### config.mk
export PLATFORM = sky130hd
export DESIGN_NAME = pipe_hazard_ctrl
export DESIGN_NICKNAME = d
export VERILOG_FILES = /design/src/rtl/y86_pkg.sv /design/src/rtl/pipe_hazard_ctrl_sat_counter.sv /design/src/rtl/pipe_hazard_ctrl.sv
export SDC_FILE = /design/constraint.sdc
export NUM_CORES = 1
export LEC_CHECK = 0
export ABC_AREA = 1
export BUFFER_PORTS_ARGS = -buffer_cell sky130_fd_sc_hd__buf_2
export CAP_MARGIN = 20
export CORE_UTILIZATION = 45
export CTS_BUF_LIST = sky130_fd_sc_hd__clkbuf_16
export CTS_CLUSTER_SIZE = 24
export DETAILED_ROUTE_END_ITERATION = 12
export PLACE_DENSITY = 0.76
export SLEW_MARGIN = 20
export SYNTH_ARGS = -nofsm -noshare
export SYNTH_HDL_FRONTEND = slang
export SYNTH_SLANG_ARGS = --single-unit
### constraint.sdc
create_clock -name clock -period 5.59 [get_ports clock]
set_input_delay 1.118 -clock clock [delete_from_list [all_inputs] [get_ports clock]]
set_output_delay 1.118 -clock clock [all_outputs]
set_load 0.005 [all_outputs]
### src/rtl/y86_pkg.sv
// Shared definitions for the Y86-64 pipeline control slice.
// Holds the status codes carried down the pipe, the instruction codes the
// hazard logic cares about, the "no register" ID and the control FSM states.
package y86_pkg;

    // Status codes travelling with each instruction
    localparam logic [1:0] STAT_AOK = 2'b00;
    localparam logic [1:0] STAT_HLT = 2'b01;
    localparam logic [1:0] STAT_ADR = 2'b10;
    localparam logic [1:0] STAT_INS = 2'b11;

    // Instruction codes (icode field)
    localparam logic [3:0] I_HALT   = 4'd0;
    localparam logic [3:0] I_NOP    = 4'd1;
    localparam logic [3:0] I_RRMOVQ = 4'd2;
    localparam logic [3:0] I_IRMOVQ = 4'd3;
    localparam logic [3:0] I_RMMOVQ = 4'd4;
    localparam logic [3:0] I_MRMOVQ = 4'd5;
    localparam logic [3:0] I_OPQ    = 4'd6;
    localparam logic [3:0] I_JXX    = 4'd7;
    localparam logic [3:0] I_CALL   = 4'd8;
    localparam logic [3:0] I_RET    = 4'd9;
    localparam logic [3:0] I_PUSHQ  = 4'd10;
    localparam logic [3:0] I_POPQ   = 4'd11;

    // Register ID meaning "no register"
    localparam logic [3:0] REG_NONE = 4'hF;

    // Pipeline control FSM states
    typedef enum logic [1:0] {
        ST_BOOT,
        ST_RUN,
        ST_HALTED,
        ST_FAULT
    } ctrl_state_t;

endpackage

### src/rtl/pipe_hazard_ctrl_sat_counter.sv
// sat_counter: saturating up-counter used for the pipeline performance counters.
// Ports:
//   clock  - rising-edge clock
//   reset  - asynchronous active-high reset, clears the count
//   inc    - increment request for this cycle
//   en     - counting enable (only while the pipeline is running)
//   count  - current value; sticks at all-ones instead of wrapping
module sat_counter #(
    parameter int CNT_W = 32
) (
    input  logic             clock,
    input  logic             reset,
    input  logic             inc,
    input  logic             en,
    output logic [CNT_W-1:0] count
);

    // Count up when enabled and requested, but hold once the all-ones value
    // is reached so long runs report "at least this many" rather than wrapping.
    always_ff @(posedge clock or posedge reset) begin
        if (reset) begin
            count <= '0;
        end else if (en && inc && (count != {CNT_W{1'b1}})) begin
            count <= count + CNT_W'(1);
        end
    end

endmodule

### src/rtl/pipe_hazard_ctrl.sv
// pipe_hazard_ctrl: control unit for the five-stage Y86-64 pipeline.
// Produces stall/bubble controls for the F, D, E, M and W pipeline registers
// from load-use, return, mispredict and exception hazards, sequences the boot
// flush / halt / fault shutdown through a small FSM, and keeps saturating
// performance counters.
// Ports:
//   clock, reset                 - clock and asynchronous active-high reset
//   D_in_code, d_src_a, d_src_b  - decode-stage icode and source register IDs
//   E_in_code, E_dst_m, e_cnd    - execute-stage icode, load destination, branch condition
//   M_in_code, m_stat            - memory-stage icode and status it produces
//   W_in_code, W_stat            - writeback-stage icode and status
//   F_st, D_st, W_st             - stall controls
//   D_bub, E_bub, M_bub          - bubble controls
//   set_cc_en                    - execute may update condition codes
//   halted, fault                - terminal state indicators
//   cyc_cnt, ret_cnt, stall_cnt, bub_cnt - performance counters
module pipe_hazard_ctrl
    import y86_pkg::*;
#(
    parameter int BOOT_CYCLES = 2,
    parameter int CNT_W       = 32
) (
    input  logic             clock,
    input  logic             reset,
    input  logic [3:0]       D_in_code,
    input  logic [3:0]       d_src_a,
    input  logic [3:0]       d_src_b,
    input  logic [3:0]       E_in_code,
    input  logic [3:0]       E_dst_m,
    input  logic             e_cnd,
    input  logic [3:0]       M_in_code,
    input  logic [1:0]       m_stat,
    input  logic [3:0]       W_in_code,
    input  logic [1:0]       W_stat,
    output logic             F_st,
    output logic             D_st,
    output logic             D_bub,
    output logic             E_bub,
    output logic             M_bub,
    output logic             W_st,
    output logic             set_cc_en,
    output logic             halted,
    output logic             fault,
    output logic [CNT_W-1:0] cyc_cnt,
    output logic [CNT_W-1:0] ret_cnt,
    output logic [CNT_W-1:0] stall_cnt,
    output logic [CNT_W-1:0] bub_cnt
);

    localparam int BW = (BOOT_CYCLES > 1) ? $clog2(BOOT_CYCLES) : 1;

    ctrl_state_t state, state_next;
    logic [BW-1:0] boot_cnt, boot_cnt_next;

    logic lu, rt, mp, exc;
    logic run_en, ret_inc, bub_inc;

    // Hazard detection terms, purely combinational from the stage registers.
    // lu: a load in E writes a register that decode is reading right now.
    // rt: a ret somewhere in D/E/M, so the fetch PC is not yet known.
    // mp: a conditional jump in E was predicted taken but is not taken.
    // exc: an exceptional status is in flight in M or W.
    always_comb begin
        lu  = ((E_in_code == I_MRMOVQ) || (E_in_code == I_POPQ)) &&
              (E_dst_m != REG_NONE) &&
              ((E_dst_m == d_src_a) || (E_dst_m == d_src_b));
        rt  = (D_in_code == I_RET) || (E_in_code == I_RET) || (M_in_code == I_RET);
        mp  = (E_in_code == I_JXX) && !e_cnd;
        exc = (m_stat != STAT_AOK) || (W_stat != STAT_AOK);
    end

    // State register and boot countdown. Reset drops straight into BOOT with
    // the countdown primed so the flush lasts exactly BOOT_CYCLES cycles.
    always_ff @(posedge clock or posedge reset) begin
        if (reset) begin
            state    <= ST_BOOT;
            boot_cnt <= BW'(BOOT_CYCLES - 1);
        end else begin
            state    <= state_next;
            boot_cnt <= boot_cnt_next;
        end
    end

    // Next-state and pipeline control outputs. BOOT flushes D/E/M with bubbles
    // because the stage registers carry no reset; RUN resolves hazards; HALTED
    // and FAULT freeze fetch/decode/writeback and keep injecting bubbles so no
    // further architectural state changes until the next reset.
    always_comb begin
        state_next    = state;
        boot_cnt_next = boot_cnt;
        F_st          = 1'b0;
        D_st          = 1'b0;
        D_bub         = 1'b0;
        E_bub         = 1'b0;
        M_bub         = 1'b0;
        W_st          = 1'b0;
        set_cc_en     = 1'b0;
        case (state)
            ST_BOOT: begin
                D_bub = 1'b1;
                E_bub = 1'b1;
                M_bub = 1'b1;
                if (boot_cnt == '0) begin
                    state_next = ST_RUN;
                end else begin
                    boot_cnt_next = boot_cnt - BW'(1);
                end
            end
            ST_RUN: begin
                F_st      = lu | rt;
                D_st      = lu;
                D_bub     = mp | (rt & !lu);
                E_bub     = mp | lu;
                M_bub     = exc;
                W_st      = (W_stat != STAT_AOK);
                set_cc_en = !exc;
                if (W_stat == STAT_HLT) begin
                    state_next = ST_HALTED;
                end else if ((W_stat == STAT_ADR) || (W_stat == STAT_INS)) begin
                    state_next = ST_FAULT;
                end
            end
            ST_HALTED, ST_FAULT: begin
                F_st  = 1'b1;
                D_st  = 1'b1;
                W_st  = 1'b1;
                E_bub = 1'b1;
                M_bub = 1'b1;
            end
            default: begin
                state_next = ST_BOOT;
            end
        endcase
    end

    // Status flags and counter increment conditions. Counters only move in
    // RUN, so they stay at zero through boot and freeze once terminal.
    always_comb begin
        halted  = (state == ST_HALTED);
        fault   = (state == ST_FAULT);
        run_en  = (state == ST_RUN);
        ret_inc = (W_stat == STAT_AOK) && (W_in_code != I_NOP) && !W_st;
        bub_inc = D_bub | E_bub;
    end

    sat_counter #(.CNT_W(CNT_W)) u_cyc_cnt (
        .clock (clock),
        .reset (reset),
        .inc   (1'b1),
        .en    (run_en),
        .count (cyc_cnt)
    );

    sat_counter #(.CNT_W(CNT_W)) u_ret_cnt (
        .clock (clock),
        .reset (reset),
        .inc   (ret_inc),
        .en    (run_en),
        .count (ret_cnt)
    );

    sat_counter #(.CNT_W(CNT_W)) u_stall_cnt (
        .clock (clock),
        .reset (reset),
        .inc   (F_st),
        .en    (run_en),
        .count (stall_cnt)
    );

    sat_counter #(.CNT_W(CNT_W)) u_bub_cnt (
        .clock (clock),
        .reset (reset),
        .inc   (bub_inc),
        .en    (run_en),
        .count (bub_cnt)
    );

endmodule

---- Yosys cells after proc, flatten, opt, wreduce, memory -nomap -nowiden ----
Cells that the tools add are included.
storage, ports and cells
  memories ................................ 0
  ROM bits ................................ 0
  input port bits ......................... 35
  register bits ........................... 131
  bits in latches ......................... 0
  RAM bits ................................ 0
  word-level logic and storage cells ...... 80
cells by class
  add/subtract/negate cells ............... 5
  equal/unequal tests ..................... 22
  bitwise operators ....................... 5
  multipliers ............................. 0
  reduce and logical (&&, ||, !) cells .... 30
  divide/modulo/power cells ............... 0
  shift-type cells ........................ 0
  multiplexer cells ....................... 12
  magnitude comparators ................... 0
operator list
  kind                     number
  $add A32 B1 Y32 const B  4
  $ne A32 B32 Y1 const B   4
  $eq A4 B4 Y1 const B     4
  $logic_and A1 B1 Y1      12
  $pmux W1 S2              6
  $eq A2 B2 Y1 const B     4
  $eq A4 B3 Y1 const B     2
  $eq A4 B4 Y1             2
  $logic_or A1 B1 Y1       6
  $mux W2                  3
  $reduce_bool A2 Y1       3
  $eq A2 B1 Y1 const B     2
  $logic_not A1 Y1         4
  $logic_not A2 Y1         2
  $ne A4 B1 Y1 const B     1
  $ne A4 B4 Y1 const B     1
  $or A1 B1 Y1             4
  $pmux W2 S2              1
  $ne A3 B3 Y1 const B     1
  $reduce_and A3 Y1        1
  $reduce_or A3 Y1         1
  $mux W1                  2
  $ne A2 B2 Y1 const B     1
  $reduce_or A2 Y1         1
  other kinds (2)          2

---- Longest topological paths before layout ----
Gate-level depths: netlist of run 1.
  depth in word-level cells ............... 11
  depth in mapped cells ................... 12

---- Cells and area by module ----
From an unflattened synthesis of run 1, not the netlist that was laid out.
second synthesis, totals
  cells, all modules ...................... 1,508
  area total of the unflattened synthesis .. 9,283.9 um^2
modules (own cells, without submodules)
  module            instances  area an instance (um^2)  cells each  seq. area each (um^2)
  sat_counter       4          2,197.1                  352         800.8
  pipe_hazard_ctrl  1          495.5                    100         76.3

---- Least setup slack after synthesis of run 1 ----
OpenSTA, ideal clock, no wires.
  kind .................................... input port to output port
  from .................................... in E_in_code[2]
  to ...................................... out F_st
  required time ........................... 4.472 ns
  stages on the path ...................... 6
  slack ................................... 2.705 ns
  arrival ................................. 1.767 ns
  cells stage by stage .................... inv_1 > nor2_1 > nand3_1 > a21oi_1 > nand2_1 > a21oi_1
on the way
  longest elaborated chain between the ends .. 6
RTL lines
  item                                          RTL line                 source
  from (decl)                                   pipe_hazard_ctrl.sv:28   input logic [3:0] E_in_code,
  $eq A4 B3 Y1 or $eq A4 B4 Y1 (tied branches)  pipe_hazard_ctrl.sv:64   lu = ((E_in_code == I_MRMOVQ) || (E_in_code == I_POPQ)) &&
  $logic_or A1 B1 Y1                            pipe_hazard_ctrl.sv:64
  $logic_and A1 B1 Y1                           pipe_hazard_ctrl.sv:64
  $logic_and A1 B1 Y1                           pipe_hazard_ctrl.sv:65   (E_dst_m != REG_NONE) &&
  $or A1 B1 Y1 *                                pipe_hazard_ctrl.sv:110  F_st = lu | rt;
  $pmux W1 S2 *                                 pipe_hazard_ctrl.sv:98   case (state)
  to (decl)                                     pipe_hazard_ctrl.sv:35   output logic F_st,
Mark *: on every way between the ends. The rest lies on a longest branch, timed or not.

---- Worst setup path in the final report of run 1 ----
  from .................................... in E_dst_m[2]
  to ...................................... out D_bub
on the way
  longest elaborated chain between the ends .. 7
RTL lines
  item                                                       RTL line                                        source
  from (decl)                                                pipe_hazard_ctrl.sv:29                          input logic [3:0] E_dst_m,
  $ne A4 B4 Y1 or $eq A4 B4 Y1 (tied branches)               pipe_hazard_ctrl.sv:65, pipe_hazard_ctrl.sv:66
  $logic_and A1 B1 Y1 or $logic_or A1 B1 Y1 (tied branches)  pipe_hazard_ctrl.sv:64, pipe_hazard_ctrl.sv:66
  $logic_and A1 B1 Y1 *                                      pipe_hazard_ctrl.sv:65
  $logic_not A1 Y1 *                                         pipe_hazard_ctrl.sv:112                         D_bub = mp | (rt & !lu);
  $and A1 B1 Y1 *                                            pipe_hazard_ctrl.sv:112
  $or A1 B1 Y1 *                                             pipe_hazard_ctrl.sv:112
  $pmux W1 S2 *                                              pipe_hazard_ctrl.sv:98
  to (decl)                                                  pipe_hazard_ctrl.sv:37                          output logic D_bub,
Marks and branches as above.

==> results, run 1 <==
- The flow ran to the end, and the final reports show no timing, DRC or antenna violations.
- Clock tree synthesis selected as its root buffer the cell sky130_fd_sc_hd__clkbuf_16.
- The number of global-route vias before repair is 8650.
- In this run the core area contains just over 50 standard-cell rows.
- The worst max-slew margin expressed relative to the limit is 34.1%.
- The reported leakage power is 0.00546 uW.
- In this run, post-CTS hold repair placed 0 buffers.
- The power density relative to cell area is 199 mW/mm^2.
- The sequential cell area fraction in the yosys report is 35.8%.
- The critical path endpoint category is an output port.
- From synthesis to final layout, the design area changed by 17.5%.
- Measured along the x axis, the die boundary spans 145 um.
- The mapped netlist covers 0.00916 mm^2.
- The number of antenna violations at the first check in global routing is 2.
- The worst hold path terminates at boot_cnt.
- The count of boundary I/O pins is around 170.
- In this run, the number of DRC markers left after iteration 0 of detailed routing was a little over 700.
- Registers take approximately 0.0033 mm^2.
- The met1 usage is 34.4%.
- The internal power of the cells totals 1660 uW.
- The clock network is responsible for 53.3% of the overall power.
- The largest net degree at the start of global routing is 89.
- The total routing usage reported by global routing is around a quarter.
- For the worst flop-to-flop path, the logic depth is 11.
- The worst hold path class is reg2reg.
- The routed design has between 20000 and 30000 um of wire.
- Summed over all instances, the cell type with the most area after synthesis is sky130_fd_sc_hd__dfrtp_1.
- The maximum clock path buffer count is 2.
- The startpoint of the tightest hold check path is boot_cnt.
- The unique cell type count in the Yosys netlist is 34.
- The fmax is 292 MHz.
- After synthesis, the most frequently instantiated cells are sky130_fd_sc_hd__nand2_1 (663), sky130_fd_sc_hd__nor2_1 (196), sky130_fd_sc_hd__dfrtp_1 (130).
- The synthesized net count is ~1500.
- Max-cap violations in this run came to 0.
- The final estimated routing congestion in global placement is 0.927.
- Summed over all nets, the half-perimeter wirelength after detailed placement is between 15000 and 20000 um.
- The share of flip-flops with an asynchronous set or reset after synthesis is between 90% and 100%.
- In this run, placement finished with an instance count of roughly 1800.
- The synthesized area divided by synthesized cell count is 6.42 um^2.
- The overall die area is between 0.02 and 0.025 mm^2.
- For this run, the leading register cell type out of synthesis is sky130_fd_sc_hd__dfrtp_1.
- The worst setup path is launched from an input pin.
- The part of the power in combinational logic is under 10%.
- Yosys attributes the largest share of cell area to sky130_fd_sc_hd__dfrtp_1 (36%), sky130_fd_sc_hd__nand2_1 (27%), sky130_fd_sc_hd__nor2_1 (8.0%), sky130_fd_sc_hd__nand3_1 (6.0%), sky130_fd_sc_hd__xor2_1 (4.1%).
- The remaining number of nets flagged by the antenna check after routing is 0.
- For the worst setup path, the data required time is 4.47 ns.
- The number of gates given a new drive strength after cts is 0.
- The clock insertion delay at the later pin of the skew report is 0.43 ns.
- The worst-case setup margin in the final layout is 2.16 ns.
- The final-report hold violation count is 0.
- Setup violations remaining at the end of the flow were counted as 0.
- sky130_fd_sc_hd__nand2_1 is the most common cell in the netlist.
- The post-route minimum period is 3.43 ns.
- For this run, the number of Yosys warnings is 0.
- The share of the clock period used by the worst path after layout is 61.3%.
- The terminus of the critical flop-to-flop path is u_stall_cnt.count[23].
- The H-tree depth is 4.
- Final hold analysis gives a worst-case slack of 0.467 ns.
- The TritonCTS sink count is 131.
- The switching power summed over all nets is around 480 uW.
- For this run, design rule violations remaining after detail routing come to 0.
- In the final layout, the multi-input gates occupy 0.00530 mm^2.
- The first global-routing pass estimated 42100 um of wire.
- The per-cell via count in the routed design is 5.10.
- OpenSTA, run right after detailed placement, puts the worst setup slack at 2.04 ns.
- The total count of max-transition violations in the final report is 0.
- For this run the aggregate overflow at the end of global routing stands at 0.
- In this run, synthesis inferred 0 flip-flops with an integrated enable.
- The maximum VDD drop is 0.000200 V.
- The cell depth of the worst min-delay path is 2.
- After floorplanning, the core was sized to cover 0.0197 mm^2.
- At the worst endpoint, the arrival time is 2.31 ns.
- Across all layers, the routed design uses 9525 vias.
- Setup repair after global routing left no endpoint under its margin.
- The setup path with the least slack is of type in2out.
- Synthesis produced a netlist whose cell count is around 1400.
- The clock tree from TritonCTS is done.
- After filler insertion, the fill cell instance count of the layout stands at 1952.
- The vertical die dimension is 145 um.
- The worst register-to-register path has a setup slack of 2.62 ns.
- The area share of the largest cell type after synthesis is 35.5%.
- Sequential cells burn 44.3% of the power.
- Clock-pin slew was measured on the worst setup and hold paths at 0.06 ns.
- The global-route met2 utilization is between 40% and 50%.
- For the pin with the worst max-slew slack, the measured transition is 0.988 ns.
- The met3 usage in global routing is 4.27%.
- The switching share of power is 22.5%.
- met2 is the most crowded layer.
- The number of register bits inferred by synthesis is 131.
- The number of optimization iterations in the first detailed-route pass is 5.
- The count of nets after finishing is 1627.
- The non-filler instance count after layout is ~1900.
- Buffers placed on the I/O ports in this run total 171.
- Counting the buffers created by CTS gives 17.
- The origin of the critical flop-to-flop path is u_stall_cnt.count[0].
- The post-route netlist has approximately 16% of its cells at a drive strength greater than 1.
- The maximum fanout along the worst path is 4.
- Dividing the detail-routed wire length by the instance count gives 13.8 um.
- The end-of-flow core utilization is 54.6%.
- For this configuration, the core starts out at a cell density of between 40% and 50%.
- Summed over all failing endpoints, the final setup total negative slack is 0 ns.
- For the final database, setup skew stands at just over 0.009 ns.
- The repair_antennas step left the layout with diodes totalling 0.
- In this run the post-CTS setup repair buffer count came out at 0.
-- per-layer routing --
layer | part of all wire [%] | vias to the layer above
li1 | - | 4774
met4 | 1.4 | 4
met5 | 0.10 | -
met1 | 46 | 4413
met3 | 5.5 | 36
met2 | 47 | 298
-- flip-flops by register name (all words and copies together), names as in the netlist --
| register | flops |
|---|---|
| boot_cnt | 1 |
| u_ret_cnt.count | 32 |
| u_cyc_cnt.count | 32 |
| u_stall_cnt.count | 32 |
| u_bub_cnt.count | 32 |
| state | 2 |
-- power by group through the flow --
stage | sequential, uW | combinational (uW) | clock [uW]
after floorplan | 966 | 25.7 | 0
final | 948 | 50.8 | 1140
after global routing | 948 | 59.7 | 1210
after detailed placement | 966 | 52.9 | 0
after global placement | 966 | 51.6 | 0
after CTS | 948 | 53.2 | 1160
-- cells in the final DEF, fill, tap and decap left out, types with 2 or more instances in the layout --
master,n
sky130_fd_sc_hd__clkinvlp_4,4
sky130_fd_sc_hd__clkbuf_16,17
sky130_fd_sc_hd__nor3_4,4
sky130_fd_sc_hd__ha_1,4
sky130_fd_sc_hd__clkinv_2,2
sky130_fd_sc_hd__o21ai_2,10
sky130_fd_sc_hd__clkinv_4,3
sky130_fd_sc_hd__nand4_1,17
sky130_fd_sc_hd__inv_1,83
sky130_fd_sc_hd__nand2_4,3
sky130_fd_sc_hd__nor3_2,4
sky130_fd_sc_hd__nand2_1,663
sky130_fd_sc_hd__o21ai_1,4
sky130_fd_sc_hd__dfrtp_1,130
sky130_fd_sc_hd__nor3_1,18
sky130_fd_sc_hd__a21oi_1,7
sky130_fd_sc_hd__xor2_1,43
sky130_fd_sc_hd__nand2_2,5
sky130_fd_sc_hd__buf_4,2
sky130_fd_sc_hd__bufinv_16,3
sky130_fd_sc_hd__buf_2,171
sky130_fd_sc_hd__nor2_2,8
sky130_fd_sc_hd__xnor2_1,22
sky130_fd_sc_hd__nand3_1,109
sky130_fd_sc_hd__clkinv_1,3
sky130_fd_sc_hd__o21ai_0,9
sky130_fd_sc_hd__nand3b_1,33
sky130_fd_sc_hd__nor2_1,196
sky130_fd_sc_hd__inv_2,15
-- how the worst max path moves through the flow --
stage            startpoint       end  slack, ns  cells past startpoint
5_1_grt        E_in_code[2]      F_st       1.98                      8
3_5_place_dp     E_dst_m[3]      F_st       2.04                      7
4_1_cts          E_dst_m[3]      F_st       2.03                      7
6_report         E_dst_m[2]     D_bub       2.16                      8
2_1_floorplan         reset  state[0]       0.98                      1
3_3_place_gp     E_dst_m[3]      F_st       2.06                      7
-- cells by family (layout without fill, tap and decap cells) --
family	after synthesis	after routing	share of synthesized area, %
and+or+nand+nor	1064	1064	48.9
DFF	131	131	35.8
xor gates and xnor gates	65	65	6.22
adders and majority gates	4	4	0.547
AOI/OAI and AO/OA	32	32	2.21
buffers and inverters	129	305	6.33
-- cell type report --
| cell class | count | share of cell area (%) |
|---|---|---|
| well taps | 265 | 3.08 |
| clock buffers | 17 | 3.95 |
| inverters | 100 | 3.56 |
| flip-flops and latches | 131 | 30.5 |
| repair buffers | 173 | 8.09 |
| multi-input cells | 1165 | 49.3 |
| clock inverters | 15 | 1.56 |
-- metrics by stage --
stage | power, uW | instance area [um^2]
2_1_floorplan | 991 | 9160
3_3_place_gp | 1020 | 10200
3_5_place_dp | 1020 | 10200
4_1_cts | 2160 | 10800
5_1_grt | 2210 | 10800
6_report | 2140 | 10800
-- critical path, stage by stage --
cell and delay [ns]:
sky130_fd_sc_hd__buf_2 0.12, sky130_fd_sc_hd__nand3_1 0.19, sky130_fd_sc_hd__nor2_1 0.14, sky130_fd_sc_hd__a21oi_1 0.09
sky130_fd_sc_hd__nand2_1 0.16, sky130_fd_sc_hd__nand2_1 0.07, sky130_fd_sc_hd__a21oi_1 0.25, sky130_fd_sc_hd__buf_2 0.17
Power figures use the tool's default switching activity.
==> inputs of run 2 (changes only) <==
- clock period: 5.59 -> 3.45 ns (I/O delays scaled with it)
==> run 2 against run 1 <==
Net effect:
- hold slack lost 0.16 ns
- highest routed layer unchanged
- critical path depth grew 4
- largest cell class unchanged
- clock skew grew 0.0019 ns
- first-iteration DRC count shrank 12%
- via count shrank 0.23%
- global-route usage shrank 0.70 points
- sequential power grew 62%
- combinational power grew 68%
- clock power grew 59%
==> results, run 2 (synthesis gave the netlist of run 1 again) <==
- The total count of max-transition violations in the final report is 0 (unchanged).
- The hold buffer count at CTS is 0 (unchanged).
- The total detailed-routing wirelength is 25700 um (about the same).
- The maximum VDD drop came to 0.000323 V (was 0.000200 V).
- The number of setup buffers added after CTS is 0 (unchanged).
- For this run, the top clock speed supported by timing is 392 MHz.
- The critical path launch point type is a flip-flop (was input pin).
- The count of nets after finishing is 1632 (was 1627).
- Run status: finished, final reports clean (unchanged).
- The effective utilization at floorplan was 46.4% (unchanged).
- The H-tree depth is 4 (unchanged).
- The switching share of power is 22.0% (was 22.5%).
- Most frequent cells in the layout: sky130_fd_sc_hd__nand2_1 (663), sky130_fd_sc_hd__nor2_1 (196), sky130_fd_sc_hd__buf_2 (171) (unchanged).
- The area added between synthesis and finish is 17.8% (was 17.5%).
- The number of gates given a new drive strength after cts is 0 (unchanged).
- The depth of the most critical reg-to-reg path was 12 (was 11).
- The count of boundary I/O pins came to 172 (unchanged).
- The final-report hold violation count is 0 (unchanged).
- The clock transition at the register clock pins on the worst setup and hold paths after CTS is 0.06 ns (about the same).
- The max-cap check violation count is 0 (unchanged).
- The width of the chip is 145 um (unchanged).
- The quantity of I/O buffers inserted on ports is 171 (unchanged).
- The worst hold path class is in2async (was reg2reg).
- The type of the worst setup path is reg2reg (was in2out).
- The setup slack of the worst register-to-register path is 0.90 ns (was 2.62 ns).
- The per-cell via count in the routed design was 5.08 (was 5.10).
- The vertical die dimension is 145 um (unchanged).
- The area inside the core boundary is 0.0197 mm^2 (unchanged).
- The actual slew at the worst max-slew pin is 0.607 ns (was 0.988 ns).
- The total routing usage reported by global routing is 25.0% (was 25.7%).
- RSZ-0062 raised after global routing: no (unchanged).
- The non-filler instance count after layout came to 1870 (was 1866).
- The number of violations reported at the end of detailed-routing iteration 0 was 629 (was 713).
- The largest net degree at the start of global routing is 73 (was 89).
- The critical path required time is 3.76 ns (was 4.47 ns).
- The worst max-slew margin expressed relative to the limit was 59.4% (was 34.1%).
- The reported leakage power is 0.00549 uW (was 0.00546 uW).
- The maximum clock path buffer count is 2 (unchanged).
- The DRC violation count after routing was 0 (unchanged).
- The number of global-route vias before repair is 8393 (was 8650).
- After layout, the minimum clock period comes to 2.55 ns.
- The origin of the critical flop-to-flop path is u_bub_cnt.count[0] (was u_stall_cnt.count[0]).
- The part of the power in combinational logic was 2.5% (was 2.4%).
- The critical path endpoint category is a flip-flop (was output port).
- The number of optimization iterations in the first detailed-route pass is 5 (unchanged).
- The total global routing overflow came to 0 (unchanged).
- The number of antenna diodes came to 0 (unchanged).
- The maximum fanout along the worst path is 33 (was 4).
- The cell count after placement is 1839 (was 1834).
- The mean routed wirelength per cell is 13.7 um (was 13.8 um).
- The overall die area is 0.0209 mm^2 (unchanged).
- The number of placement rows was 51 (unchanged).
- The clock insertion delay at the later pin of the skew report is 0.43 ns (about the same).
- The internal power was 2680 uW (was 1660 uW).
- The placed wire-length estimate after detailed placement is 19400 um (was 19200 um).
- The number of filler cells placed in the layout was 1944 (was 1952).
- The total number of vias is 9503 (was 9525).
- The largest clock skew in the final design is 0.0109 ns (was 0.00905 ns).
- The root cell of the clock tree is sky130_fd_sc_hd__clkbuf_16 (unchanged).
- The setup-violating endpoint count in the final report is 0 (unchanged).
- The number of buffers inserted during clock tree synthesis is 17 (unchanged).
- The clock tree from TritonCTS is done (unchanged).
- The data arrival time of the worst path is 2.86 ns (was 2.31 ns).
- The fraction of layout instances using a drive strength above 1 is 16.3% (was 16.1%).
- The power density relative to cell area is 318 mW/mm^2 (was 199 mW/mm^2).
- The share of total power in the clock network is 52.7% (was 53.3%).
- The post-route setup TNS is 0 ns (unchanged).
- The switching power summed over all nets is 755 uW (was 481 uW).
- The startpoint of the worst setup timing path is u_bub_cnt.count[0] (was E_dst_m[2]).
- The share of power burned in registers was 44.8% (was 44.3%).
- The remaining number of nets flagged by the antenna check after routing was 0 (unchanged).
- The wire length of the first global-routing pass was 40800 um (was 42100 um).
- The TritonCTS sink count is 131 (unchanged).
- The most common cell after layout, fill and taps aside is sky130_fd_sc_hd__nand2_1 (unchanged).
- The number of antenna violations at the first check in global routing is 2 (unchanged).
- The final estimated routing congestion in global placement is 0.933 (was 0.927).
- The share of the clock period used by the worst path after layout is 73.9%.
## run 2: changes by cell type in the layout (fill, tap and decap cells not counted), sizes merged
cell / before / now
clkinv: 8 / 7
inv: 100 / 101
clkinvlp: 4 / 3
buf: 173 / 178
## run 2: power groups by stage
stage	Combinational, uW	Sequential (uW)	Clock, uW
2_1_floorplan	41.9	1560	0
3_3_place_gp	86.0	1560	0
3_5_place_dp	88.1	1560	0
4_1_cts	88.3	1540	1840
5_1_grt	98.8	1540	1910
6_report	85.3	1540	1810
## run 2: metal layers
| layer | share of wire (%) | track usage (%) |
|---|---|---|
| met5 | 0.097 | 0 |
| met4 | 1.9 | 8.48 |
| met3 | 6.2 | 4.30 |
| met2 | 46 | 41.2 |
| met1 | 46 | 33.1 |
## run 2: layout make-up
type	count	area, um^2	area share (%)
clock buffer	17	425	3.94
clock inverter	14	149	1.38
inverter	100	382	3.54
multi-input combinational	1165	5300	49.1
sequential	131	3280	30.4
tap	265	332	3.07
timing repair buffer	178	921	8.54
## run 2: worst paths after layout
path | endpoint
min in group clock | boot_cnt
max in group asynchronous | u_ret_cnt.count[6]
max | u_bub_cnt.count[16]
min | u_stall_cnt.count[2]
min reg2reg | boot_cnt
max reg2reg | u_bub_cnt.count[16]
## run 2: critical path, cell delays in order, from the launching register on
cell                      delay [ns]
sky130_fd_sc_hd__dfrtp_1        0.46
sky130_fd_sc_hd__ha_1           0.30
sky130_fd_sc_hd__inv_1          0.08
sky130_fd_sc_hd__nor2_1         0.04
sky130_fd_sc_hd__buf_4          0.17
sky130_fd_sc_hd__nand3_1        0.09
sky130_fd_sc_hd__nor2_1         0.05
sky130_fd_sc_hd__nand3_1        0.06
sky130_fd_sc_hd__nand2_1        0.06
sky130_fd_sc_hd__inv_2          0.41
sky130_fd_sc_hd__nand2_2        0.49
sky130_fd_sc_hd__nand2_1        0.17
sky130_fd_sc_hd__nand2_1        0.06
## run 2: stage by stage
stage	worst slack [ns]	hold WS, ns	total power, uW	cell area, um^2	utilization [%]
floorplan	1.14	0.437	1610	9160	-
global placement	0.924	0.454	1650	10200	51.8
detailed placement	0.910	0.464	1650	10200	51.8
CTS	0.888	0.308	3470	10800	54.7
global route	0.647	0.344	3540	10800	54.7
finish	0.901	0.304	3430	10800	54.7
==> inputs of run 3 (changes only) <==
- PLACE_DENSITY: 0.76 -> 0.78
- clock period: 3.45 -> 2.25 ns (I/O delays scaled with it)
==> run 3 against run 2 <==
Net effect:
- wire length grew 2.1%
- non-clock buffer count grew 14
- highest routed layer unchanged
- die area is the same
- count of clock-buffer cells in the layout is the same
- critical path type is now reg2out
- cell count grew 0.70%
==> results, run 3 (synthesis gave the netlist of run 1 again) <==
- The largest net degree at the start of global routing is 132 (was 73).
- Most frequent cells in the layout: sky130_fd_sc_hd__nand2_1 (663), sky130_fd_sc_hd__nor2_1 (196), sky130_fd_sc_hd__buf_2 (171) (unchanged).
- The per-cell via count in the routed design is 5.06 (was 5.08).
- The placed wire-length estimate after detailed placement is 19600 um (was 19400 um).
- The total count of max-transition violations in the final report is 0 (unchanged).
- The area added between synthesis and finish is 19.0% (was 17.8%).
- The critical path launch point type is a flip-flop (unchanged).
- The remaining number of nets flagged by the antenna check after routing is 0 (unchanged).
- The maximum clock path buffer count came to 2 (unchanged).
- The worst slack at placement is 0.0897 ns (was 0.910 ns).
- The critical path endpoint category was an output port (was flip-flop).
- The wire length of the first global-routing pass is 41800 um (was 40800 um).
- The total number of vias was 9531 (was 9503).
- The worst-case setup margin in the final layout came to 0.0866 ns (was 0.901 ns).
- The number of antenna diodes is 0 (unchanged).
- The root cell of the clock tree is sky130_fd_sc_hd__clkbuf_16 (unchanged).
- The width of the chip is 145 um (unchanged).
- The actual slew at the worst max-slew pin was 0.721 ns (was 0.607 ns).
- The max-cap check violation count is 0 (unchanged).
- The mean routed wirelength per cell came to 13.9 um (was 13.7 um).
- The total routing usage reported by global routing is 25.7% (was 25.0%).
- The share of the clock period used by the worst path after layout is 96.1%.
- The worst hold path class is in2async (unchanged).
- The overall die area is 0.0209 mm^2 (unchanged).
- The final estimated routing congestion in global placement is 0.947 (was 0.933).
- The area inside the core boundary is 0.0197 mm^2 (unchanged).
- The post-route cell area is 0.0109 mm^2 (was 0.0108 mm^2).
- The fraction of layout instances using a drive strength above 1 came to 17.1% (was 16.3%).
- The total global routing overflow came to 0 (unchanged).
- The final worst hold slack is 0.253 ns (was 0.304 ns).
- The reported leakage power was 0.00555 uW (was 0.00549 uW).
- The clock tree from TritonCTS is done (unchanged).
- The number of antenna violations at the first check in global routing is 2 (unchanged).
- The non-filler instance count after layout came to 1883 (was 1870).
- The post-route setup TNS is 0 ns (unchanged).
- The TritonCTS sink count is 131 (unchanged).
- The count of boundary I/O pins is 172 (unchanged).
- The effective utilization at floorplan is 46.4% (unchanged).
- The largest clock skew in the final design is 0.00894 ns (was 0.0109 ns).
- Run status: finished, final reports clean (unchanged).
- The clock transition at the register clock pins on the worst setup and hold paths after CTS is 0.06 ns (about the same).
- The hold buffer count at CTS is 0 (unchanged).
- The number of violations reported at the end of detailed-routing iteration 0 came to 613 (was 629).
- The data arrival time of the worst path is 1.71 ns (was 2.86 ns).
- The maximum fanout along the worst path is 5 (was 33).
- The vertical die dimension is 145 um (unchanged).
- The critical path required time is 1.80 ns (was 3.76 ns).
- The DRC violation count after routing is 0 (unchanged).
- The number of buffers inserted during clock tree synthesis is 17 (unchanged).
- The maximum VDD drop came to 0.000488 V (was 0.000323 V).
- The clock insertion delay at the later pin of the skew report is 0.43 ns (about the same).
- Static timing analysis puts the maximum clock frequency at 462 MHz.
- The type of the worst setup path is reg2out (was reg2reg).
- The total cell area at the placement stage is 0.0103 mm^2 (was 0.0102 mm^2).
- The number of placement rows came to 51 (unchanged).
- The number of global-route vias before repair was 8448 (was 8393).
- The H-tree depth is 4 (unchanged).
- The cell count after placement came to 1853 (was 1839).
- The number of optimization iterations in the first detailed-route pass is 7 (was 5).
- The total detailed-routing wirelength is 26200 um (was 25700 um).
- The setup-violating endpoint count in the final report is 0 (unchanged).
- The quantity of I/O buffers inserted on ports came to 171 (unchanged).
- The most common cell after layout, fill and taps aside was sky130_fd_sc_hd__nand2_1 (unchanged).
- The final-report hold violation count was 0 (unchanged).
- The post-route minimum period is 2.16 ns.
- The worst max-slew margin expressed relative to the limit is 52.0% (was 59.4%).
- The power density relative to cell area is 473 mW/mm^2 (was 318 mW/mm^2).
- The count of nets after finishing is 1646 (was 1632).
- RSZ-0062 raised after global routing: no (unchanged).
==> run 3: critical path, cell delays in order, from the launching register on <==
cell	delay (ns)
sky130_fd_sc_hd__dfrtp_1	0.37
sky130_fd_sc_hd__buf_4	0.15
sky130_fd_sc_hd__inv_1	0.15
sky130_fd_sc_hd__a21oi_1	0.06
sky130_fd_sc_hd__buf_4	0.16
sky130_fd_sc_hd__a21oi_1	0.24
sky130_fd_sc_hd__buf_2	0.16
==> run 3: cell type report <==
type                            count  area [um^2]
Clock inverter                     13          121
Sequential cell                   131         3280
Clock buffer                       17          425
Fill cell                        1978         8830
Tap cell                          265          332
Inverter                          100          382
Timing Repair Buffer              192         1050
Multi-Input combinational cell   1165         5300
==> run 3: power breakdown <==
group          switching [uW]  internal [uW]  leakage, uW  total, uW
clock                    1070           1600     0.000273       2670
sequential                  0           2360      0.00175       2360
combinational            86.2           38.8      0.00353        125
total                    1160           3990      0.00555       5150
==> run 3: what timing repair did <==
action                                  CTS  global route
resized for setup                         0             1
endpoints found under the setup margin    0             1
setup buffers                             0             0
==> run 3: worst paths after layout <==
path                               startpoint                    end  slack, ns  depth (start not counted)
max                                  state[0]                  D_bub       0.09                          6
min                                     reset  u_stall_cnt.count[31]       0.25                          3
max reg2reg                u_bub_cnt.count[1]    u_bub_cnt.count[26]       0.22                         11
min reg2reg                          boot_cnt               boot_cnt       0.47                          2
max in group asynchronous               reset    u_cyc_cnt.count[16]       1.48                          3
min in group clock                  W_stat[0]               state[0]       0.26                          2
==> run 3: metal layers <==
metal	vias to the layer above	GRT usage [%]	part of all wire, %
met4	4	7.26	1.3
met2	303	42.4	47
met1	4374	34.5	45
met5	-	0	0.12
met3	27	4.40	6.0
li1	4823	-	-
==> run 3: per-stage QoR <==
step | power [uW] | utilization, %
final | 5150 | 55.2
after global routing | 5320 | 55.2
after CTS | 5190 | 55.2
after detailed placement | 2530 | 52.4
after global placement | 2520 | 52.4
after floorplan | 2460 | -
